$ cat config.mk
export PLATFORM = sky130hd
export DESIGN_NAME = rle_word_packer
export DESIGN_NICKNAME = d
export VERILOG_FILES = /design/src/rtl/io_pkg.sv /design/src/rtl/rle_run_encoder.sv /design/src/rtl/rle_word_packer.sv
export SDC_FILE = /design/constraint.sdc
export NUM_CORES = 1
export LEC_CHECK = 0
export BUFFER_PORTS_ARGS = -buffer_cell sky130_fd_sc_hd__clkbuf_2
export CORE_UTILIZATION = 25
export DETAILED_ROUTE_END_ITERATION = 6
export SETUP_SLACK_MARGIN = 0.05
export SYNTH_ARGS = -nofsm -noshare
export SYNTH_HDL_FRONTEND = slang
export SYNTH_HIERARCHICAL = 1
export SYNTH_SLANG_ARGS = --single-unit
$ cat constraint.sdc
create_clock -name clk -period 7.7 [get_ports clk]
set_input_delay 0.385 -clock clk [delete_from_list [all_inputs] [get_ports clk]]
set_output_delay 0.385 -clock clk [all_outputs]
set_load 0.005 [all_outputs]
$ cat src/rtl/io_pkg.sv
// io_pkg: shared widths, nibble type and FSM state encodings for the
// RLE word packer (optional stats port macro: PACKER_STATS_EN).
package io_pkg;

    localparam int WORD_W      = 32;
    localparam int NIBBLE_W    = 4;
    localparam int NIBBLES_DEF = 8;
    localparam int MAX_RUN_DEF = 7;

    typedef struct packed {
        logic       b;
        logic [2:0] run;
    } nibble_t;

    typedef enum logic [1:0] {
        O_IDLE  = 2'd0,
        O_WAIT  = 2'd1,
        O_GAP   = 2'd2,
        O_START = 2'd3
    } out_state_t;

    typedef enum logic {
        PACK  = 1'b0,
        FLUSH = 1'b1
    } in_state_t;

    // Slot 0 lands in [31:28]; later slots move toward the LSBs.
    function automatic logic [WORD_W-1:0] place_nibble(
        input nibble_t    n,
        input logic [2:0] slot
    );
        logic [WORD_W-1:0] w;
        w = {n, {(WORD_W-NIBBLE_W){1'b0}}} >> {slot, 2'b00};
        return w;
    endfunction

endpackage

$ cat src/rtl/rle_run_encoder.sv
// rle_run_encoder: turns accepted serial bits into {bit, run} nibbles,
// at most one nibble per accepted bit; flush emits the open run.
module rle_run_encoder
    import io_pkg::*;
#(
    parameter int MAX_RUN = MAX_RUN_DEF
) (
    input  logic    clk,
    input  logic    rst,
    input  logic    i_valid,
    input  logic    i_bit,
    input  logic    i_flush,
    output logic    o_nib_valid,
    output nibble_t o_nib
);

    localparam logic [2:0] LP_MAX = 3'(MAX_RUN);

    logic       r_cur_bit;
    logic [2:0] r_run_len;
    logic       w_has_run;
    logic       w_extend;

    assign w_has_run = (r_run_len != 3'd0);
    assign w_extend  = w_has_run
                    && (i_bit == r_cur_bit)
                    && (r_run_len < LP_MAX);

    assign o_nib_valid = (i_valid && w_has_run && !w_extend)
                      || (i_flush && w_has_run);
    assign o_nib       = {r_cur_bit, r_run_len};

    // Track the open run; a new bit either extends it or starts a new one.
    always_ff @(posedge clk) begin
        if (!rst) begin
            r_cur_bit <= 1'b0;
            r_run_len <= 3'd0;
        end else if (i_valid) begin
            if (w_extend) begin
                r_run_len <= r_run_len + 3'd1;
            end else begin
                r_cur_bit <= i_bit;
                r_run_len <= 3'd1;
            end
        end else if (i_flush) begin
            r_run_len <= 3'd0;
        end
    end

endmodule

$ cat src/rtl/rle_word_packer.sv
// rle_word_packer: packs RLE nibbles into 32-bit words and hands them to
// the IO loader; PACKER_STATS_EN adds word_count/bit_count outputs.
module rle_word_packer
    import io_pkg::*;
#(
    parameter int MAX_RUN = MAX_RUN_DEF,
    parameter int NIBBLES = NIBBLES_DEF
) (
    input  logic              clk,
    input  logic              rst,
    input  logic              in_valid,
    input  logic              in_bit,
    input  logic              in_last,
    output logic              in_ready,
    output logic [WORD_W-1:0] data_out,
    output logic              data_oe,
    output logic              interrupt,
    output logic              load_process,
    input  logic              done_cpu
`ifdef PACKER_STATS_EN
    ,
    output logic [15:0]       word_count,
    output logic [15:0]       bit_count
`endif
);

    localparam logic [3:0] LP_FULL = 4'(NIBBLES);

    in_state_t         r_istate;
    out_state_t        r_ostate;
    logic [WORD_W-1:0] r_pack;
    logic [3:0]        r_pack_cnt;
    logic              r_pack_final;
    logic              r_flushed;
    logic [WORD_W-1:0] r_ob_data;
    logic              r_ob_valid;
    logic              r_ob_final;
    logic              r_acked_final;
    logic              r_load;

    logic              w_fire;
    logic              w_flush;
    logic              w_nib_valid;
    nibble_t           w_nib;
    logic [WORD_W-1:0] w_pack_nx;
    logic [3:0]        w_cnt_nx;
    logic              w_fin_nx;
    logic              w_full_nx;
    logic              w_ob_free;
    logic              w_commit;

    assign in_ready = rst
                   && (r_istate == PACK)
                   && (r_pack_cnt < LP_FULL);
    assign w_fire   = in_valid && in_ready;
    assign w_flush  = (r_istate == FLUSH)
                   && !r_flushed
                   && (r_pack_cnt < LP_FULL);

    rle_run_encoder #(
        .MAX_RUN (MAX_RUN)
    ) u_enc (
        .clk         (clk),
        .rst         (rst),
        .i_valid     (w_fire),
        .i_bit       (in_bit),
        .i_flush     (w_flush),
        .o_nib_valid (w_nib_valid),
        .o_nib       (w_nib)
    );

    // Next pack contents; the flush pads with zero nibbles (decode to nothing).
    always_comb begin
        w_pack_nx = r_pack;
        w_cnt_nx  = r_pack_cnt;
        if (w_nib_valid) begin
            w_pack_nx = r_pack | place_nibble(w_nib, r_pack_cnt[2:0]);
            w_cnt_nx  = r_pack_cnt + 4'd1;
        end
        w_fin_nx = r_pack_final || w_flush;
        if (w_flush && (w_cnt_nx != 4'd0)) begin
            w_cnt_nx = LP_FULL;
        end
        w_full_nx = (w_cnt_nx == LP_FULL);
    end

    assign w_ob_free = (r_ostate == O_WAIT) && done_cpu;
    assign w_commit  = w_full_nx && (!r_ob_valid || w_ob_free);

    // Pack register: accumulate nibbles, empty when the word is committed.
    always_ff @(posedge clk) begin
        if (!rst) begin
            r_pack       <= '0;
            r_pack_cnt   <= 4'd0;
            r_pack_final <= 1'b0;
        end else if (w_commit) begin
            r_pack       <= '0;
            r_pack_cnt   <= 4'd0;
            r_pack_final <= 1'b0;
        end else begin
            r_pack       <= w_pack_nx;
            r_pack_cnt   <= w_cnt_nx;
            r_pack_final <= w_fin_nx;
        end
    end

    // Out buffer: loaded from a full pack, freed when the IO acks it.
    always_ff @(posedge clk) begin
        if (!rst) begin
            r_ob_data  <= '0;
            r_ob_valid <= 1'b0;
            r_ob_final <= 1'b0;
        end else if (w_commit) begin
            r_ob_data  <= w_pack_nx;
            r_ob_valid <= 1'b1;
            r_ob_final <= w_fin_nx;
        end else if (w_ob_free) begin
            r_ob_valid <= 1'b0;
        end
    end

    // Input side: accept bits until the last one, then flush once and
    // stay closed until the start indication has been issued.
    always_ff @(posedge clk) begin
        if (!rst) begin
            r_istate  <= PACK;
            r_flushed <= 1'b0;
        end else begin
            unique case (r_istate)
                PACK: begin
                    if (w_fire && in_last) begin
                        r_istate <= FLUSH;
                    end
                end
                FLUSH: begin
                    if (w_flush) begin
                        r_flushed <= 1'b1;
                    end
                    if (r_ostate == O_START) begin
                        r_istate  <= PACK;
                        r_flushed <= 1'b0;
                    end
                end
            endcase
        end
    end

    // Out handshake FSM: present, wait for done_cpu, gap, then next or start.
    always_ff @(posedge clk) begin
        if (!rst) begin
            r_ostate      <= O_IDLE;
            r_acked_final <= 1'b0;
            r_load        <= 1'b0;
        end else begin
            unique case (r_ostate)
                O_IDLE: begin
                    if (r_ob_valid) begin
                        r_ostate <= O_WAIT;
                        r_load   <= 1'b1;
                    end
                end
                O_WAIT: begin
                    if (done_cpu) begin
                        r_ostate      <= O_GAP;
                        r_acked_final <= r_ob_final;
                    end
                end
                O_GAP: begin
                    if (r_acked_final) begin
                        r_ostate <= O_START;
                        r_load   <= 1'b0;
                    end else if (r_ob_valid) begin
                        r_ostate <= O_WAIT;
                    end else begin
                        r_ostate <= O_IDLE;
                    end
                end
                O_START: begin
                    r_ostate      <= O_IDLE;
                    r_acked_final <= 1'b0;
                end
            endcase
        end
    end

    assign interrupt    = (r_ostate == O_WAIT) || (r_ostate == O_START);
    assign data_oe      = (r_ostate == O_WAIT);
    assign data_out     = (r_ostate == O_WAIT) ? r_ob_data : '0;
    assign load_process = r_load;

`ifdef PACKER_STATS_EN
    logic [15:0] r_word_cnt;
    logic [15:0] r_bit_cnt;

    // Saturating counters of acked words and accepted bits per load.
    always_ff @(posedge clk) begin
        if (!rst || (r_ostate == O_START)) begin
            r_word_cnt <= 16'd0;
            r_bit_cnt  <= 16'd0;
        end else begin
            if (w_ob_free && (r_word_cnt != 16'hFFFF)) begin
                r_word_cnt <= r_word_cnt + 16'd1;
            end
            if (w_fire && (r_bit_cnt != 16'hFFFF)) begin
                r_bit_cnt <= r_bit_cnt + 16'd1;
            end
        end
    end

    assign word_count = r_word_cnt;
    assign bit_count  = r_bit_cnt;
`endif

endmodule

==> impl_metrics.ini <==
[min_path]
hp-class = in2reg

[synth]
synth_area_per_cell_sq_um = 9.22
ys_seq_elements = 81
yosys_warnings = 6
synth_cell_types = 47
synth_top_area_frac = 0.474
ys.flop_type = dfxtp_1
ys_seq_area_frac = 0.474
synth_area_leaders = dfxtp_1 (47%), and2_1 (7.1%), a211oi_1 (7.0%), a31oi_1 (6.6%), a21oi_1 (4.8%)
postSynthCellCount = 371
async_flop_share = 0
syn-num-nets = 380
synth-edff-count = 0
yosysTopAreaCell = dfxtp_1
synth_area_sq_um = 3420

[clock_tree]
cts_sinks = 81
cts-root-buf = clkbuf_16
postCtsSetupBuffers = 0
clkLatencyLatePin_ns = 0.33
cts_resized = 0
cts_buffers = 9
htreeDepth = 3
clockBufferDepth = 2
cts_tree = done
clkSlewWorstSetupHoldPaths_ns = 0.06
cts_hold_buffers = 0

[timing]
fin_worst_skew_ns = 0.00802
rsz0062_at_grt = false
tns_ns = 0
drv_slew = 0
worst_pin_slew_ns = 1.26
max_freq_ghz = 0.248
setup_violations = 0
layout_setup_ws_ns = 3.68
whs_ns = 0.334
finalHoldViolCount = 0
min_period_ns = 4.02
min_period_over_period = 0.523
maxSlewHeadroom = 0.160

[layout]
drive_above_1_share = 0.188
fillers = 1363
diodes = 0
fin_nets = 404
area_growth_pct = 17.4

[setup_path]
cp_num_buf_inv = 1
worst_ep_arrival_time_ns = 4.17
worst-endpoint-required_ns = 7.85
critPathKind = reg2reg
max_stage_delay_ns = 1.00
cpMaxStageDelayCell = nor3_4
start_kind = flop
crit_chain = nor3b_1 -> inv_1 -> a21oi_1 -> and4_1 -> xnor2_2 -> o21a_4 -> nor3_4 -> a211oi_1
reg2reg_slack_ns = 3.68
crit_family = simple AND/OR/NAND/NOR gates
cp_max_fo = 33
end_kind = flop

[global_routing]
track_usage = 0.121
grt-ovfl-total = 0
grt_pass1_vias = 2704
grt_pass1_wl_mm = 13.6
antenna_found_initial = 0
grt_start_max_net_pins = 40

[floorplanning]
fp.dieH_um = 119
initial_core_util = 0.257
die_w_um = 119
die-area_sq_um = 14200
top_level_ports = 42
core_area_sq_um = 13300
fp-row-count = 42

[routing]
via_count = 2758
finalWirelength_mm = 8.21
drtPass1Iterations = 4
drc = 0
drtAntennaViolNets = 0
via_per_inst = 4.79
wl_per_cell_um = 14.2
drt-initial-drc-count = 140

[pwr]
power_leakage_nw = 1.48
vdd_ir_drop_max_mv = 0.130
p_per_area_nw_per_um2 = 264
finalPower_mw = 1.06

[placed_design]
pre_cts_ws_ns = 3.77
place_hpwl_mm = 5.32
place_congestion = 0.722
portBuffers = 41

[run]
cap_violations = 0

[outcome]
status = complete, no violations
[routing by layer]
metal	up-vias	share of wire	global-route usage
met5	-	0	0
met4	0	0.012	0.0388
met3	12	0.043	0.0350
met2	52	0.49	0.207
met1	1315	0.46	0.145
li1	1379	-	-
[through the flow]
stage | instances | util | cell area [sq um]
after floorplan | 371 | - | 3420
after global placement | 560 | 0.277 | 3680
after detailed placement | 560 | 0.277 | 3680
after CTS | 576 | 0.302 | 4020
after global routing | 576 | 0.302 | 4020
final | 576 | 0.302 | 4020
[power breakdown]
part           switching [mW]  internal, mW  total, mW
Sequential             0.0181         0.447      0.465
Combinational          0.0756        0.0449      0.120
Clock                   0.167         0.310      0.477
Total                   0.260         0.802       1.06
[worst paths after layout]
kind         depth (start not counted)       endpoint       start
max                                  8  r_ob_data[28]    r_istate
min                                  3       r_istate    in_valid
max reg2reg                          8  r_ob_data[28]    r_istate
min reg2reg                          2     r_pack[20]  r_pack[20]
[final cells by class]
cell class | count | area, sq um | area share
clock buffer | 12 | 267 | 0.0663
clock inverter | 4 | 73.8 | 0.0184
inverter | 6 | 22.5 | 0.00561
multi-input combinational | 253 | 1590 | 0.395
sequential | 81 | 1620 | 0.404
tap | 176 | 220 | 0.0548
timing repair buffer | 44 | 228 | 0.0567
[registers in the layout (all words and copies together), names as in the netlist]
register,cells
r_ob_data,32
r_pack,32
r_pack_cnt,4
u_enc/r_run_len,3
r_ostate,2
load_process,1
r_acked_final,1
r_flushed,1
r_istate,1
r_ob_final,1
r_ob_valid,1
r_pack_final,1
u_enc/r_cur_bit,1
[cell families (layout without fill, tap and decap cells)]
group | count (synthesis) | count (layout) | share of synthesized area
and+or+nand+nor | 127 | 127 | 0.201
xor gates and xnor gates | 4 | 4 | 0.0146
adders and majority gates | 3 | 3 | 0.0110
buffers and inverters | 37 | 66 | 0.0633
DFF | 81 | 81 | 0.474
AOI/OAI and AO/OA | 117 | 117 | 0.230
muxes | 2 | 2 | 0.00585
[cells in the mapped netlist (all sizes together) (2+ instances only)]
cell type and number:
a211oi 32, a21boi 2, a21oi 34, a31oi 36, a32oi 2, and2 39, and3 3, buf 20
clkbuf 11, dfxtp 81, ha 3, inv 6, mux2i 2, nand2 12, nor2 45, nor2b 7
nor3 8, nor3b 2, nor4 4, o21a 2, o21ai 3, o31ai 2, or3 2, xnor2 3
[cells in the final DEF (no fill, tap or decap), drive strengths merged, types with 3 or more instances in the layout]
cell type / count
and2: 39
o21ai: 3
buf: 3
nand2: 12
xnor2: 3
ha: 3
nor2b: 7
clkbuf: 53
dfxtp: 81
a21oi: 34
a211oi: 32
nor3: 8
nor4: 4
a31oi: 36
nor2: 45
inv: 6
and3: 3
[tightest hold or removal path, cell delays in order]
cell and delay [ns]:
clkbuf_2 0.09, a32oi_1 0.08, nor2_1 0.07
Note: power is estimated with default switching activity, not from simulation.
